### config.mk
export PLATFORM = sky130hd
export DESIGN_NAME = rename_dispatch_reg
export DESIGN_NICKNAME = d
export VERILOG_FILES = /design/src/rtl/rv32i_types.sv /design/src/rtl/rd_decoder.sv /design/src/rtl/rename_dispatch_reg.sv
export SDC_FILE = /design/constraint.sdc
export NUM_CORES = 1
export LEC_CHECK = 0
export CAP_MARGIN = 30
export CORE_MARGIN = 1.5
export CORE_UTILIZATION = 41
export DETAILED_ROUTE_END_ITERATION = 12
export HOLD_SLACK_MARGIN = 0.15
export PLACE_DENSITY = 0.8
export SLEW_MARGIN = 20
export SYNTH_ARGS = -nofsm -noshare
export SYNTH_HDL_FRONTEND = slang
export SYNTH_SLANG_ARGS = --single-unit
### constraint.sdc
create_clock -name clk -period 2.7 [get_ports clk]
set_input_delay 0.405 -clock clk [delete_from_list [all_inputs] [get_ports clk]]
set_output_delay 0.405 -clock clk [all_outputs]
set_load 0.05 [all_outputs]
### src/rtl/rv32i_types.sv
// Shared RV32 decode types for the rename/dispatch slice: opcodes, M-extension
// funct3 codes, reservation-station selector and the decoded-field bundle.
package rv32i_types;

  localparam logic [6:0] OP_LUI    = 7'b0110111;
  localparam logic [6:0] OP_AUIPC  = 7'b0010111;
  localparam logic [6:0] OP_JAL    = 7'b1101111;
  localparam logic [6:0] OP_JALR   = 7'b1100111;
  localparam logic [6:0] OP_BR     = 7'b1100011;
  localparam logic [6:0] OP_LOAD   = 7'b0000011;
  localparam logic [6:0] OP_STORE  = 7'b0100011;
  localparam logic [6:0] OP_B_IMM  = 7'b0010011;
  localparam logic [6:0] OP_B_REG  = 7'b0110011;

  localparam logic [6:0] F7_MULDIV = 7'b0000001;

  localparam logic [2:0] F3_MUL    = 3'b000;
  localparam logic [2:0] F3_MULH   = 3'b001;
  localparam logic [2:0] F3_MULHSU = 3'b010;
  localparam logic [2:0] F3_MULHU  = 3'b011;
  localparam logic [2:0] F3_DIV    = 3'b100;
  localparam logic [2:0] F3_DIVU   = 3'b101;
  localparam logic [2:0] F3_REM    = 3'b110;
  localparam logic [2:0] F3_REMU   = 3'b111;

  typedef enum logic [1:0] {
    RS_ALU = 2'd0,
    RS_MUL = 2'd1,
    RS_DIV = 2'd2
  } rs_sel_e;

  typedef struct packed {
    logic [6:0]  opcode;
    logic [2:0]  funct3;
    logic [6:0]  funct7;
    logic [4:0]  rd;
    logic [4:0]  rs1;
    logic [4:0]  rs2;
    logic [31:0] imm;
  } decode_info_t;

  // Opcodes whose instructions produce a destination register value.
  function automatic logic is_rd_writer(input logic [6:0] opcode);
    logic w;
    case (opcode)
      OP_LUI, OP_AUIPC, OP_JAL, OP_JALR,
      OP_LOAD, OP_B_IMM, OP_B_REG: w = 1'b1;
      default:                     w = 1'b0;
    endcase
    return w;
  endfunction

endpackage

### src/rtl/rd_decoder.sv
// Combinational decode of the instruction-queue head: field extraction,
// immediate formation, reservation-station selection and free-list demand.
module rd_decoder
  import rv32i_types::*;
(
  input  logic [31:0]  inst,
  output decode_info_t decode,
  output rs_sel_e      sel,
  output logic         need_pd
);

  logic [6:0]  opcode_s;
  logic [31:0] imm_s;

  assign opcode_s = inst[6:0];

  // Immediate formation by instruction format; R-type and unknown yield zero.
  always_comb begin
    imm_s = 32'd0;
    case (opcode_s)
      OP_LUI, OP_AUIPC:            imm_s = {inst[31:12], 12'd0};
      OP_JAL:                      imm_s = {{12{inst[31]}}, inst[19:12], inst[20], inst[30:21], 1'b0};
      OP_JALR, OP_LOAD, OP_B_IMM:  imm_s = {{20{inst[31]}}, inst[31:20]};
      OP_STORE:                    imm_s = {{20{inst[31]}}, inst[31:25], inst[11:7]};
      OP_BR:                       imm_s = {{20{inst[31]}}, inst[7], inst[30:25], inst[11:8], 1'b0};
      default:                     imm_s = 32'd0;
    endcase
  end

  // Pack decoded fields and pick the target station; only M-extension
  // register ops leave the ALU station.
  always_comb begin
    decode.opcode = opcode_s;
    decode.funct3 = inst[14:12];
    decode.funct7 = inst[31:25];
    decode.rd     = inst[11:7];
    decode.rs1    = inst[19:15];
    decode.rs2    = inst[24:20];
    decode.imm    = imm_s;
    sel           = RS_ALU;
    if ((opcode_s == OP_B_REG) && (inst[31:25] == F7_MULDIV)) begin
      case (inst[14:12])
        F3_MUL, F3_MULH, F3_MULHSU, F3_MULHU: sel = RS_MUL;
        F3_DIV, F3_DIVU, F3_REM, F3_REMU:     sel = RS_DIV;
        default:                              sel = RS_ALU;
      endcase
    end else begin
      sel = RS_ALU;
    end
    need_pd = is_rd_writer(opcode_s) && (inst[11:7] != 5'd0);
  end

endmodule

### src/rtl/rename_dispatch_reg.sv
// Rename one instruction per cycle into a one-entry dispatch register that
// issues to a single target reservation station and snoops the CDB while held.
module rename_dispatch_reg
  import rv32i_types::*;
#(
  parameter int PHYS_REG_BITS = 6,
  parameter int ROB_IDX_BITS  = 5,
  parameter int NUM_RS        = 3,
  parameter int CDB_PORTS     = 1
) (
  input  logic                               clk,
  input  logic                               rst,
  input  logic                               flush,
  input  logic [31:0]                        inst,
  input  logic                               is_iqueue_empty,
  output logic                               iqueue_dequeue,
  input  logic [PHYS_REG_BITS-1:0]           phys_reg,
  input  logic                               is_free_list_empty,
  output logic                               fl_dequeue,
  output logic [4:0]                         rs1,
  output logic [4:0]                         rs2,
  input  logic [PHYS_REG_BITS-1:0]           ps1,
  input  logic [PHYS_REG_BITS-1:0]           ps2,
  input  logic                               ps1_valid,
  input  logic                               ps2_valid,
  output logic                               rat_we,
  output logic [4:0]                         rat_rd,
  output logic [PHYS_REG_BITS-1:0]           rat_pd,
  input  logic                               rob_full,
  input  logic [ROB_IDX_BITS-1:0]            rob_num,
  output logic                               rob_enqueue,
  input  logic [CDB_PORTS-1:0]               cdb_valid,
  input  logic [CDB_PORTS*PHYS_REG_BITS-1:0] cdb_pd,
  input  logic [NUM_RS-1:0]                  rs_full,
  output logic [NUM_RS-1:0]                  rs_issue,
  output decode_info_t                       out_decode,
  output logic [PHYS_REG_BITS-1:0]           out_pd,
  output logic [PHYS_REG_BITS-1:0]           out_ps1,
  output logic [PHYS_REG_BITS-1:0]           out_ps2,
  output logic                               out_ps1_valid,
  output logic                               out_ps2_valid,
  output logic [ROB_IDX_BITS-1:0]            out_rob_num
);

  localparam logic [PHYS_REG_BITS-1:0] PD_ZERO = {PHYS_REG_BITS{1'b0}};

  // True when any valid CDB port broadcasts the given tag.
  function automatic logic cdb_hit(
    input logic [CDB_PORTS-1:0]               v,
    input logic [CDB_PORTS*PHYS_REG_BITS-1:0] pds,
    input logic [PHYS_REG_BITS-1:0]           tag
  );
    logic hit;
    hit = 1'b0;
    for (int k = 0; k < CDB_PORTS; k++) begin
      hit = hit | (v[k] & (pds[k*PHYS_REG_BITS +: PHYS_REG_BITS] == tag));
    end
    return hit;
  endfunction

  decode_info_t dec_info_s;
  rs_sel_e      dec_sel_s;
  logic         need_pd_s;

  logic         issue_s;
  logic         fire_s;
  logic         cap_ps1_valid_s;
  logic         cap_ps2_valid_s;
  logic         hold_ps1_valid_s;
  logic         hold_ps2_valid_s;
  logic [NUM_RS-1:0] rs_issue_s;

  logic                      out_valid_r;
  rs_sel_e                   out_sel_r;
  decode_info_t              out_decode_r;
  logic [PHYS_REG_BITS-1:0]  out_pd_r;
  logic [PHYS_REG_BITS-1:0]  out_ps1_r;
  logic [PHYS_REG_BITS-1:0]  out_ps2_r;
  logic                      out_ps1_valid_r;
  logic                      out_ps2_valid_r;
  logic [ROB_IDX_BITS-1:0]   out_rob_num_r;

  rd_decoder u_rd_decoder (
    .inst    (inst),
    .decode  (dec_info_s),
    .sel     (dec_sel_s),
    .need_pd (need_pd_s)
  );

  // Issue/fire handshake; flush and reset kill every strobe, and only the
  // held instruction's own station can stall it.
  always_comb begin
    issue_s    = 1'b0;
    fire_s     = 1'b0;
    rs_issue_s = {NUM_RS{1'b0}};
    if (!rst && !flush && out_valid_r && !rs_full[out_sel_r]) begin
      issue_s = 1'b1;
    end else begin
      issue_s = 1'b0;
    end
    if (!rst && !flush && !is_iqueue_empty && !rob_full &&
        (!need_pd_s || !is_free_list_empty) && (!out_valid_r || issue_s)) begin
      fire_s = 1'b1;
    end else begin
      fire_s = 1'b0;
    end
    if (issue_s) begin
      rs_issue_s[out_sel_r] = 1'b1;
    end else begin
      rs_issue_s = {NUM_RS{1'b0}};
    end
  end

  // Source-ready bits: at capture merge RAT, same-cycle CDB and tag zero;
  // while held, sticky-set on any matching broadcast.
  always_comb begin
    cap_ps1_valid_s  = ps1_valid | cdb_hit(cdb_valid, cdb_pd, ps1) | (ps1 == PD_ZERO);
    cap_ps2_valid_s  = ps2_valid | cdb_hit(cdb_valid, cdb_pd, ps2) | (ps2 == PD_ZERO);
    hold_ps1_valid_s = out_ps1_valid_r | cdb_hit(cdb_valid, cdb_pd, out_ps1_r);
    hold_ps2_valid_s = out_ps2_valid_r | cdb_hit(cdb_valid, cdb_pd, out_ps2_r);
  end

  // Rename-side strobes toward queue, free list, RAT and ROB.
  always_comb begin
    iqueue_dequeue = fire_s;
    rob_enqueue    = fire_s;
    fl_dequeue     = 1'b0;
    rat_we         = 1'b0;
    rat_rd         = 5'd0;
    rat_pd         = PD_ZERO;
    rs1            = 5'd0;
    rs2            = 5'd0;
    if (fire_s && need_pd_s) begin
      fl_dequeue = 1'b1;
      rat_we     = 1'b1;
      rat_rd     = dec_info_s.rd;
      rat_pd     = phys_reg;
    end else begin
      fl_dequeue = 1'b0;
      rat_we     = 1'b0;
    end
    if (!rst) begin
      rs1 = inst[19:15];
      rs2 = inst[24:20];
    end else begin
      rs1 = 5'd0;
      rs2 = 5'd0;
    end
  end

  // Dispatch register: reset clears all, flush drops, fire loads (also
  // back-to-back after an issue), issue alone empties, otherwise hold and snoop.
  always_ff @(posedge clk) begin
    if (rst) begin
      out_valid_r     <= 1'b0;
      out_sel_r       <= RS_ALU;
      out_decode_r    <= '0;
      out_pd_r        <= PD_ZERO;
      out_ps1_r       <= PD_ZERO;
      out_ps2_r       <= PD_ZERO;
      out_ps1_valid_r <= 1'b0;
      out_ps2_valid_r <= 1'b0;
      out_rob_num_r   <= {ROB_IDX_BITS{1'b0}};
    end else if (flush) begin
      out_valid_r     <= 1'b0;
    end else if (fire_s) begin
      out_valid_r     <= 1'b1;
      out_sel_r       <= dec_sel_s;
      out_decode_r    <= dec_info_s;
      out_pd_r        <= need_pd_s ? phys_reg : PD_ZERO;
      out_ps1_r       <= ps1;
      out_ps2_r       <= ps2;
      out_ps1_valid_r <= cap_ps1_valid_s;
      out_ps2_valid_r <= cap_ps2_valid_s;
      out_rob_num_r   <= rob_num;
    end else if (issue_s) begin
      out_valid_r     <= 1'b0;
    end else begin
      out_ps1_valid_r <= hold_ps1_valid_s;
      out_ps2_valid_r <= hold_ps2_valid_s;
    end
  end

  assign rs_issue      = rs_issue_s;
  assign out_decode    = out_decode_r;
  assign out_pd        = out_pd_r;
  assign out_ps1       = out_ps1_r;
  assign out_ps2       = out_ps2_r;
  assign out_ps1_valid = out_ps1_valid_r;
  assign out_ps2_valid = out_ps2_valid_r;
  assign out_rob_num   = out_rob_num_r;

endmodule

[Word-level counts from Yosys, hierarchy flattened]
Memory sizes are Yosys's and may differ from the RTL's.
Cells that the tools add are included.
Storage, ports and cells
  register bits after elaboration: 92
  bits in latches: 0
  bits in writable memories: 0
  bits in read-only memories: 16
  output and inout bits: 117
  memories: 1
Cells by class
  add/subtract/negate cells: 0
  $mul: 0
  divide/modulo/power cells: 0
  $lt $le $gt $ge: 2
  equal/unequal tests: 15
  shift-type cells: 0
  multiplexer cells: 22
  bitwise gates (word level): 11
  reduce and logical (&&, ||, !) cells: 31
Memory list
  (no name shown): words 8, bits a word 2, rd ports 1, clocked after Yosys merged registers in 0, write ports 0, RTL line rd_decoder.sv:42  | case (inst[14:12])
Operators with widths (number)
  $pmux W32 S5: 1
  $eq A6 B6 Y1: 4
  $eq A7 B6 Y1 const B: 3
  $eq A7 B7 Y1 const B: 3
  $mux W5: 3
  $eq A7 B5 Y1 const B: 2
  $logic_not A6 Y1: 2
  $mux W1: 12
  $mux W6: 2
  $logic_and A1 B1 Y1: 11
  $logic_not A1 Y1: 8
  $eq A7 B1 Y1 const B: 1
  $eq A7 B2 Y1 const B: 1
  $reduce_or A7 Y1: 1
  $or A1 B1 Y1: 6
  $reduce_bool A5 Y1: 1
  $and A1 B1 Y1: 4
  $reduce_and A2 Y1: 2
  $reduce_or A2 Y1: 2
  $lt A2 B3 Y1 const B: 1
  $mux W3: 1
  $reduce_or A3 Y1: 1
  $bmux W1 S2: 1
  $demux W1 S2: 1
  6 further kinds: 7

[Depth between registers and ports, before layout]
  depth in word-level cells: 11
  mapped depth: 10

[Hierarchy]
A second synthesis with hierarchy kept.
Second synthesis, totals
  cells, all modules: 581
  area total of the unflattened synthesis: 4536.9 µm²
By module, submodules not included
  rename_dispatch_reg: times used 1, cells each 474, area an instance 3746.1 µm²
  rd_decoder: times used 1, cells each 107, area an instance 790.8 µm²

[Least setup slack after synthesis]
Ideal clock, no wire load.
  kind: in2out
  start: input port inst[5]
  end: output port rat_pd[0]
  arrival: 2284 ps
  data required time: 2295 ps
  path slack: 11 ps
  stages on the path: 6
  cell sequence: buf_4 > and4b_1 > a21oi_1 > nor4b_2 > buf_2 > and2_1
Between the ends
  cells in the longest elaborated chain, start to end: 11
  elaborated cells on any way between the ends: 17
  classes of those cells: eq/ne: 7; mux: 3; reduce/logical: 7
Ends and longest elaborated chain
  start: declaration: RTL line rename_dispatch_reg.sv:14  | input logic [31:0] inst,
  $eq A7 B6 Y1 (tied with other cells): RTL line rv32i_types.sv:45  | case (opcode)
  $reduce_or A7 Y1 (*): RTL line rv32i_types.sv:45
  $mux W1 (*): RTL line rv32i_types.sv:45
  $logic_and A1 B1 Y1 (*): RTL line rd_decoder.sv:50  | need_pd = is_rd_writer(opcode_s) && (inst[11:7] != 5'd0);
  $logic_not A1 Y1: RTL line rename_dispatch_reg.sv:102  | (!need_pd_s || !is_free_list_empty) && (!out_valid_r || issue_s)) begin
  $logic_or A1 B1 Y1: RTL line rename_dispatch_reg.sv:102
  $logic_and A1 B1 Y1: RTL line rename_dispatch_reg.sv:101  | if (!rst && !flush && !is_iqueue_empty && !rob_full &&
  $logic_and A1 B1 Y1: RTL line rename_dispatch_reg.sv:102
  $mux W1: RTL line rename_dispatch_reg.sv:101
  $logic_and A1 B1 Y1 (*): RTL line rename_dispatch_reg.sv:133  | if (fire_s && need_pd_s) begin
  $mux W6 (*): RTL line rename_dispatch_reg.sv:133
  end: declaration: RTL line rename_dispatch_reg.sv:28  | output logic [PHYS_REG_BITS-1:0] rat_pd,
Mark *: on every way between the ends. The rest lies on a longest branch, timed or not.

[Final worst setup path]
  start: input port inst[7]
  end: output port rat_pd[1]
Between the ends
  cells in the longest elaborated chain, start to end: 9
Ends and longest elaborated chain (RTL line)
  $reduce_bool A5 Y1 (*): rd_decoder.sv:50
  $logic_and A1 B1 Y1 (*): rd_decoder.sv:50
  $logic_not A1 Y1: rename_dispatch_reg.sv:102
  $logic_or A1 B1 Y1: rename_dispatch_reg.sv:102
  $logic_and A1 B1 Y1: rename_dispatch_reg.sv:101
  $logic_and A1 B1 Y1: rename_dispatch_reg.sv:102
  $mux W1: rename_dispatch_reg.sv:101
  $logic_and A1 B1 Y1 (*): rename_dispatch_reg.sv:133
  $mux W6 (*): rename_dispatch_reg.sv:133
Marks and branches as above.

==> flow_metrics.py <==
metrics = {
    "worst_setup_path": {
        "crit_family": "buffers and inverters",
        "reg2regPathDepth": 10,
        "worst-setup-path-type": "in -> out",
        "crit_path_cell_trace": "clkdlybuf4s50_1, or4_4, o21bai_4, buf_4, nor4b_4, buf_12, and2_1, buf_12",
        "slowest_delay_ns": 0.56,
        "ff2ff_setup_slack_ns": 0.48,
        "critPathMaxFanout": 17,
        "end_kind": "output port",
        "crit_arrival_ns": 2.25,
        "crit_buf_inv": 4,
        "r2r-start": "out_sel_r[1]",
        "worst_setup_path_start_kind": "input pin",
        "worst_path_max_delay_cell": "or4_4",
        "rr_endpoint": "out_decode[22]",
        "critPathRequiredTime_ns": 2.30,
        "crit_path_frequent_cell": "buf_12",
    },
    "floorplan": {
        "core_mm2": 0.00973,
        "fp-row-count": 36,
        "die_w_um": 103,
        "die_area_mm2": 0.0106,
        "die_h_um": 103,
        "io_pins": 190,
        "initial_core_util_pct": 42.0,
    },
    "min_path": {
        "holdPathEnd": "out_valid_r",
        "hp-start": "rst",
        "worstHoldPathType": "in -> reg",
        "hold_depth": 3,
    },
    "timing": {
        "rsz0062_at_grt": "false",
        "hold_viol_final": 0,
        "clock-skew-final_ns": 0.0103,
        "final-setup-viol-count": 0,
        "fin_crit_sh_pct": 98.5,
        "fmax_mhz": 376,
        "drv_slew": 0,
        "fin_crit_ns": 2.66,
        "max-slew-margin-rel_pct": 63.1,
        "tightest_slew_ns": 0.552,
        "setup_slack_ns": 0.0408,
    },
    "logic_synthesis": {
        "synth_edf_count": 0,
        "ys_async_sr_fraction_pct": 0,
        "synth_top_area_share_pct": 45.1,
        "synth.net_count": 597,
        "synth_flop_cell": "dfxtp_1",
        "synth_top_family_by_area": "simple AND/OR/NAND/NOR gates",
        "syn-mean-instance-area_um2": 7.80,
        "yosysMostFrequentCell": "nand2_1",
        "netlist_area_mm2": 0.00409,
        "synth.largest_area_cell": "dfxtp_1",
        "synthCells": 524,
        "yosysUniqueCellTypes": 42,
        "ys_seq_area_share_pct": 45.1,
        "synth_xor_area_share_pct": 4.93,
        "synth-seq-cells": 92,
        "synth_compound_area_share_pct": 17.5,
        "synth_common_cells": "nand2_1, dfxtp_1, a21oi_1",
        "synthMuxAreaShare_pct": 0.245,
        "yosys_warnings": 0,
        "synth_fa_ha_area_share_pct": 0,
        "synthSimpleGateAreaFrac_pct": 26.7,
        "ys_top_cells_by_area": "dfxtp_1, nand2_1, a21oi_1",
    },
    "global_routing": {
        "grt_start_max_net_pins": 105,
        "grt-ovfl-total": 0,
        "antenna_found_initial": 0,
        "grt_use_total_pct": 24.9,
        "grt_pass1_wl_um": 20400,
        "grt_pass1_vias": 4099,
    },
    "clock_network": {
        "cts.sinks": 92,
        "clkTransAtPathRegs_ns": 0.09,
        "hold_buffers": 0,
        "cts_buffer_depth": 2,
        "cts_root_buffer": "clkbuf_8",
        "htreeDepth": 3,
        "clock_latency_ns": 0.35,
        "cts-buffers-inserted": 9,
        "cts_tree": "yes",
    },
    "drt": {
        "vias": 4515,
        "wirelength_um": 13700,
        "viasPerCell": 5.27,
        "drt-initial-drc-count": 259,
        "ant_nets": 0,
        "dr.pass1.iters": 5,
        "avgRoutedWirePerCell_um": 16.0,
        "drc": 0,
    },
    "power": {
        "p_sw_share_pct": 30.0,
        "power_switching_uw": 838,
        "power.leakage_uw": 0.00229,
        "pwr-share-clk_pct": 30.2,
        "p_per_area_mw_per_mm2": 424,
        "intPower_uw": 1960,
        "ir_drop_uv": 263,
        "seq_power_share_pct": 50.2,
        "power_uw": 2800,
        "p_comb_share_pct": 19.6,
    },
    "placed_design": {
        "routabilityCongestion": 0.939,
        "port_buffers": 189,
        "dp_hpwl_um": 10000,
        "dp.cells": 837,
        "post-place-ws_ns": -0.0539,
        "placed_area_mm2": 0.00638,
    },
    "final_layout": {
        "drive_gt1_share_pct": 11.2,
        "stdcell_area_mm2": 0.00659,
        "fin_util_pct": 67.7,
        "final_nets": 791,
        "layout-area-overhead-vs-synth_pct": 61.3,
        "antennaDiodeCount": 0,
        "final_cells": 856,
        "fillCellCount": 832,
    },
    "status": {
        "status": "finished, final reports clean",
    },
    "job": {
        "cap_violations": 0,
    },
}
power by group through the flow:
stage / Sequential, uW / Clock (uW) / Combinational [uW]
global route: 1410 / 934 / 578
detailed placement: 1430 / 0 / 543
CTS: 1400 / 863 / 546
global placement: 1430 / 0 / 535
finish: 1400 / 844 / 549
floorplan: 1530 / 0 / 174
worst max-delay path by stage:
stage          cells past startpoint  slack, ns        endpoint    start
2_1_floorplan                      6       0.01       rat_pd[0]  inst[5]
3_3_place_gp                       9       0.01  out_decode[30]  inst[5]
3_5_place_dp                       9      -0.05  out_decode[24]  inst[5]
4_1_cts                            8       0.03       rat_pd[1]  inst[7]
5_1_grt                            7      0.005  iqueue_dequeue  inst[5]
6_report                           8       0.04       rat_pd[1]  inst[7]
final cells by class:
class,instances,area (um2),share of cell area [%]
repair buffers,222,2340,35.5
flip-flops and latches,92,1840,28.0
clock buffers,9,124,1.88
multi-input cells,386,2040,30.9
inverters,7,26.3,0.399
well taps,133,166,2.53
clock inverters,7,51.3,0.779
layer usage:
metal  global-route usage (%)  share of wire (%)  vias up
li1                         -                  -     2159
met1                     30.5                 40     2122
met2                     42.1                 49      201
met3                     5.63                7.7       33
met4                     10.8                3.2        0
met5                        0                  0        -
worst register-to-register path, cell delays in order, from the launching register on:
cell      delay, ns
dfxtp_2        0.38
mux2i_2        0.25
o21ai_1        0.12
a21oi_2        0.22
buf_4          0.14
buf_4          0.10
nand2_2        0.07
inv_2          0.21
buf_4          0.32
nor2_1         0.09
a211oi_1       0.23
cell usage in the layout, fill, tap and decap left out, types with 3 or more instances in the layout:
master and count:
dfxtp_1 91, nor2b_1 13, a21oi_1 64, nor4_1 6, nor2_1 44, clkbuf_8 9
clkdlybuf4s50_1 165, buf_12 21, a211oi_1 21, inv_1 6, nor3_1 10, o21ai_0 6
xor2_1 10, or4_1 3, and2_1 12, nand3_1 8, a22oi_1 6, nand4_1 5
buf_4 36, xnor2_1 13, a221oi_1 5, nand2_1 136
kinds of logic (layout without fill, tap and decap cells):
kind of cell	after synthesis	in the layout
mux	1	1
simple gates	246	246
flops	92	92
compound gates	116	116
buf+inv	46	245
xor+xnor	23	23
registers in the layout, indices dropped and copies added, names as in the netlist:
| signal | flops |
|---|---|
| out_decode | 64 |
| out_pd | 6 |
| out_ps1 | 6 |
| out_ps1_valid | 1 |
| out_ps2 | 6 |
| out_ps2_valid | 1 |
| out_rob_num | 5 |
| out_sel_r | 2 |
| out_valid_r | 1 |
per-stage QoR:
stage          hold slack, ns  setup TNS [ns]
2_1_floorplan           0.455               0
3_3_place_gp            0.439               0
3_5_place_dp            0.446          -0.328
4_1_cts                 0.356               0
5_1_grt                 0.362               0
6_report                0.374               0
what timing repair did:
action	in CTS	in global routing
pin swaps	0	1
endpoints found under the hold margin	0	0
setup buffers	0	3
setup endpoints to repair	11	11
gates resized for setup	1	3
Power figures use the tool's default switching activity.
==> edit (same flow settings) <==
Make the reset (`rst`) asynchronous in one clocked block.
--- a/src/rtl/rename_dispatch_reg.sv
+++ b/src/rtl/rename_dispatch_reg.sv
@@ -150,7 +150,7 @@
 
   // Dispatch register: reset clears all, flush drops, fire loads (also
   // back-to-back after an issue), issue alone empties, otherwise hold and snoop.
-  always_ff @(posedge clk) begin
+  always_ff @(posedge clk or posedge rst) begin
     if (rst) begin
       out_valid_r     <= 1'b0;
       out_sel_r       <= RS_ALU;
Formal check against the unedited RTL: differs if rst is asserted again (counterexample within 4 cycles, from zero or initial values and one cycle with rst high); with rst held inactive, the same outputs for 10 cycles.
==> edit against the unedited design <==
- synthesized area increased by 6.6%
- register-to-register slack better by 0.27 ns
- setup slack got worse by 0.0031 ns
- wire length grew 0.67%
- sequential cell count stayed put
- design area increased by 8.3%
- non-clock buffer count grew 7
- critical endpoint is now rat_rd[1]
Power is not compared: it rests on default switching activity, and its combinational part moved more than twofold at a synthesized area within 25%.
==> edit: results (changes against the unedited design) <==
- Clock Pin Slew Worst Setup and Hold Paths: 0.09 ns (about the same)
- Initial DRC count: 196 (-24%)
- Ant diodes: 0 (unchanged)
- Post-Synth Adder-Cell Area: 0% (unchanged)
- Worst-margin pin slew: 0.570 ns (+0.0172 ns)
- Worst path max stage delay: 0.58 ns (+0.02 ns)
- Clk Latency, worst-skew pair: 0.35 ns (about the same)
- Fill count: 796 (-4.3%)
- H-tree depth: 3 (unchanged)
- Main area contributors after synthesis: dfrtp_1 53%, nand2_1 16%, o21ai_0 3.1%
- Placer Congestion: 0.853 (-9.2%)
- Hold crit path type: input port to flip-flop
- Critical Path Start: inst[7]
- P_sw: 0.00159 W
- Maximum clock path buffer count: 2 (unchanged)
- Reg2reg start: out_sel_r[0]
- Initial antenna violation count: 0 (unchanged)
- All-Layer GR Usage: 24.8% (-0.092 points)
- Root Driver: clkbuf_8
- Synth cell count leaders: 188 x nand2_1, 92 x dfrtp_1, 27 x o21ai_0
- Leakage: 3.29 nW
- Max reg flops: 64 (unchanged)
- Compound-gate portion of the synthesized area: 12.5% (-5.1 points)
- Number of global-route vias before repair: 4449 (+8.5%)
- Hold Startpoint: inst[5]
- Place WS: -0.142 ns (-0.0885 ns)
- Peak supply drop: 0.000338 V
- Syn nets: 563 (-5.7%)
- XOR/XNOR Fraction of Synth Area: 4.83% (-0.10 points)
- Worst Path Arrival: 2.26 ns
- Mux contribution to synthesized area: 0.460% (+0.21 points)
- Routed len/inst: 16.3 µm (+2.3%)
- # port buffers: 189 (unchanged)
- Setup Skew: 0.00864 ns (-0.00168 ns)
- Seq/Total Area, Yosys: 52.9% (+7.8 points)
- Slowest CP cell: or4_4
- Synth warn: 0 (unchanged)
- Cts bufs inserted: 9 (unchanged)
- Asr flop ratio synth: 100% (+100 points)
- Final #Nets: 775 (-2.0%)
- Largest net degree at the start of global routing: 102 (-2.9%)
- First-pass GRT wire length: 21900 µm (+7.7%)
- Fraction of layout instances using a drive strength above 1: 15.3% (+4.1 points)
- Post-synth cell types: 41 (-2.4%)
- Vias: 4275 (-5.3%)
- Count leader, synth: nand2_1
- DP HPWL: 10300 µm (+2.3%)
- Top delay family on crit path: simple AND/OR/NAND/NOR gates
- Detailed Routing Iterations Pass 1: 7 (+2)
- Top FF cell, synth: dfrtp_1
- Critical Path Fanout Max: 6 (-11)
- Status: finished clean
==> edit: timing repair <==
item	CTS	global route
gates resized for setup	15	15
endpoints found under the hold margin	0	0
pin swaps	2	1
setup endpoints to repair	15	15
buffers inserted	1	0
cloned	0	1
==> edit: final cells by class <==
class	count	area share, %
Clock buffer	10	1.93
Inverter	5	0.421
Clock inverter	5	1.40
Timing Repair Buffer	229	34.6
Sequential cell	92	32.3
Multi-Input combinational cell	365	27.0
Tap cell	136	2.38
==> edit: power groups by stage <==
stage / sequential (W) / combinational, W / clock [W]
2_1_floorplan: 0.00229 / 0.000291 / 0
3_3_place_gp: 0.00168 / 0.00151 / 0
3_5_place_dp: 0.00169 / 0.00154 / 0
4_1_cts: 0.00166 / 0.00154 / 0.00113
5_1_grt: 0.00169 / 0.00162 / 0.00117
6_report: 0.00167 / 0.00154 / 0.00112
==> edit: logic make-up after synthesis <==
| logic type | after synthesis |
|---|---|
| AO/OA/AOI/OAI | 90 |
| XOR/XNOR | 24 |
| multiplexers | 2 |
| flip-flops | 92 |
| buffers and inverters | 33 |
| AND/OR/NAND/NOR | 249 |
==> edit: final timing paths <==
| path | end | slack (ns) | cells past startpoint |
|---|---|---|---|
| worst max register to register | out_sel_r[0] | 0.75 | 6 |
| worst min register to register | out_rob_num[3] | 0.48 | 2 |
| min in group asynchronous | out_rob_num[4] | 0.55 | 3 |
| worst max-delay path | rat_rd[1] | 0.04 | 7 |
| max in group asynchronous | out_sel_r[0] | 1.43 | 4 |
| worst min-delay path | out_decode[62] | 0.37 | 3 |
==> edit: per-stage QoR <==
step	setup TNS (ns)	power, W	std cells	cell area [µm²]
5_1_grt	0	0.00448	842	7140
6_report	0	0.00432	842	7140
2_1_floorplan	0	0.00259	490	4360
4_1_cts	-0.0509	0.00433	841	7060
3_5_place_dp	-1.48	0.00323	825	6790
3_3_place_gp	-0.781	0.00319	825	6790
==> edit: tightest hold or removal path, cell delays in order <==
cell            delay (ns)
dlymetal6s2s_1        0.16
nand2_1               0.07
nand2_1               0.04
==> edit: routing by layer <==
layer | part of all wire [%] | wire length [µm] | vias to the layer above | global-route usage, %
li1 | - | - | 2029 | -
met1 | 41 | 5620 | 2045 | 30.2
met2 | 49 | 6790 | 178 | 42.0
met3 | 7.5 | 1040 | 23 | 7.05
met4 | 2.3 | 315 | 0 | 8.98
met5 | 0 | 0 | - | 0
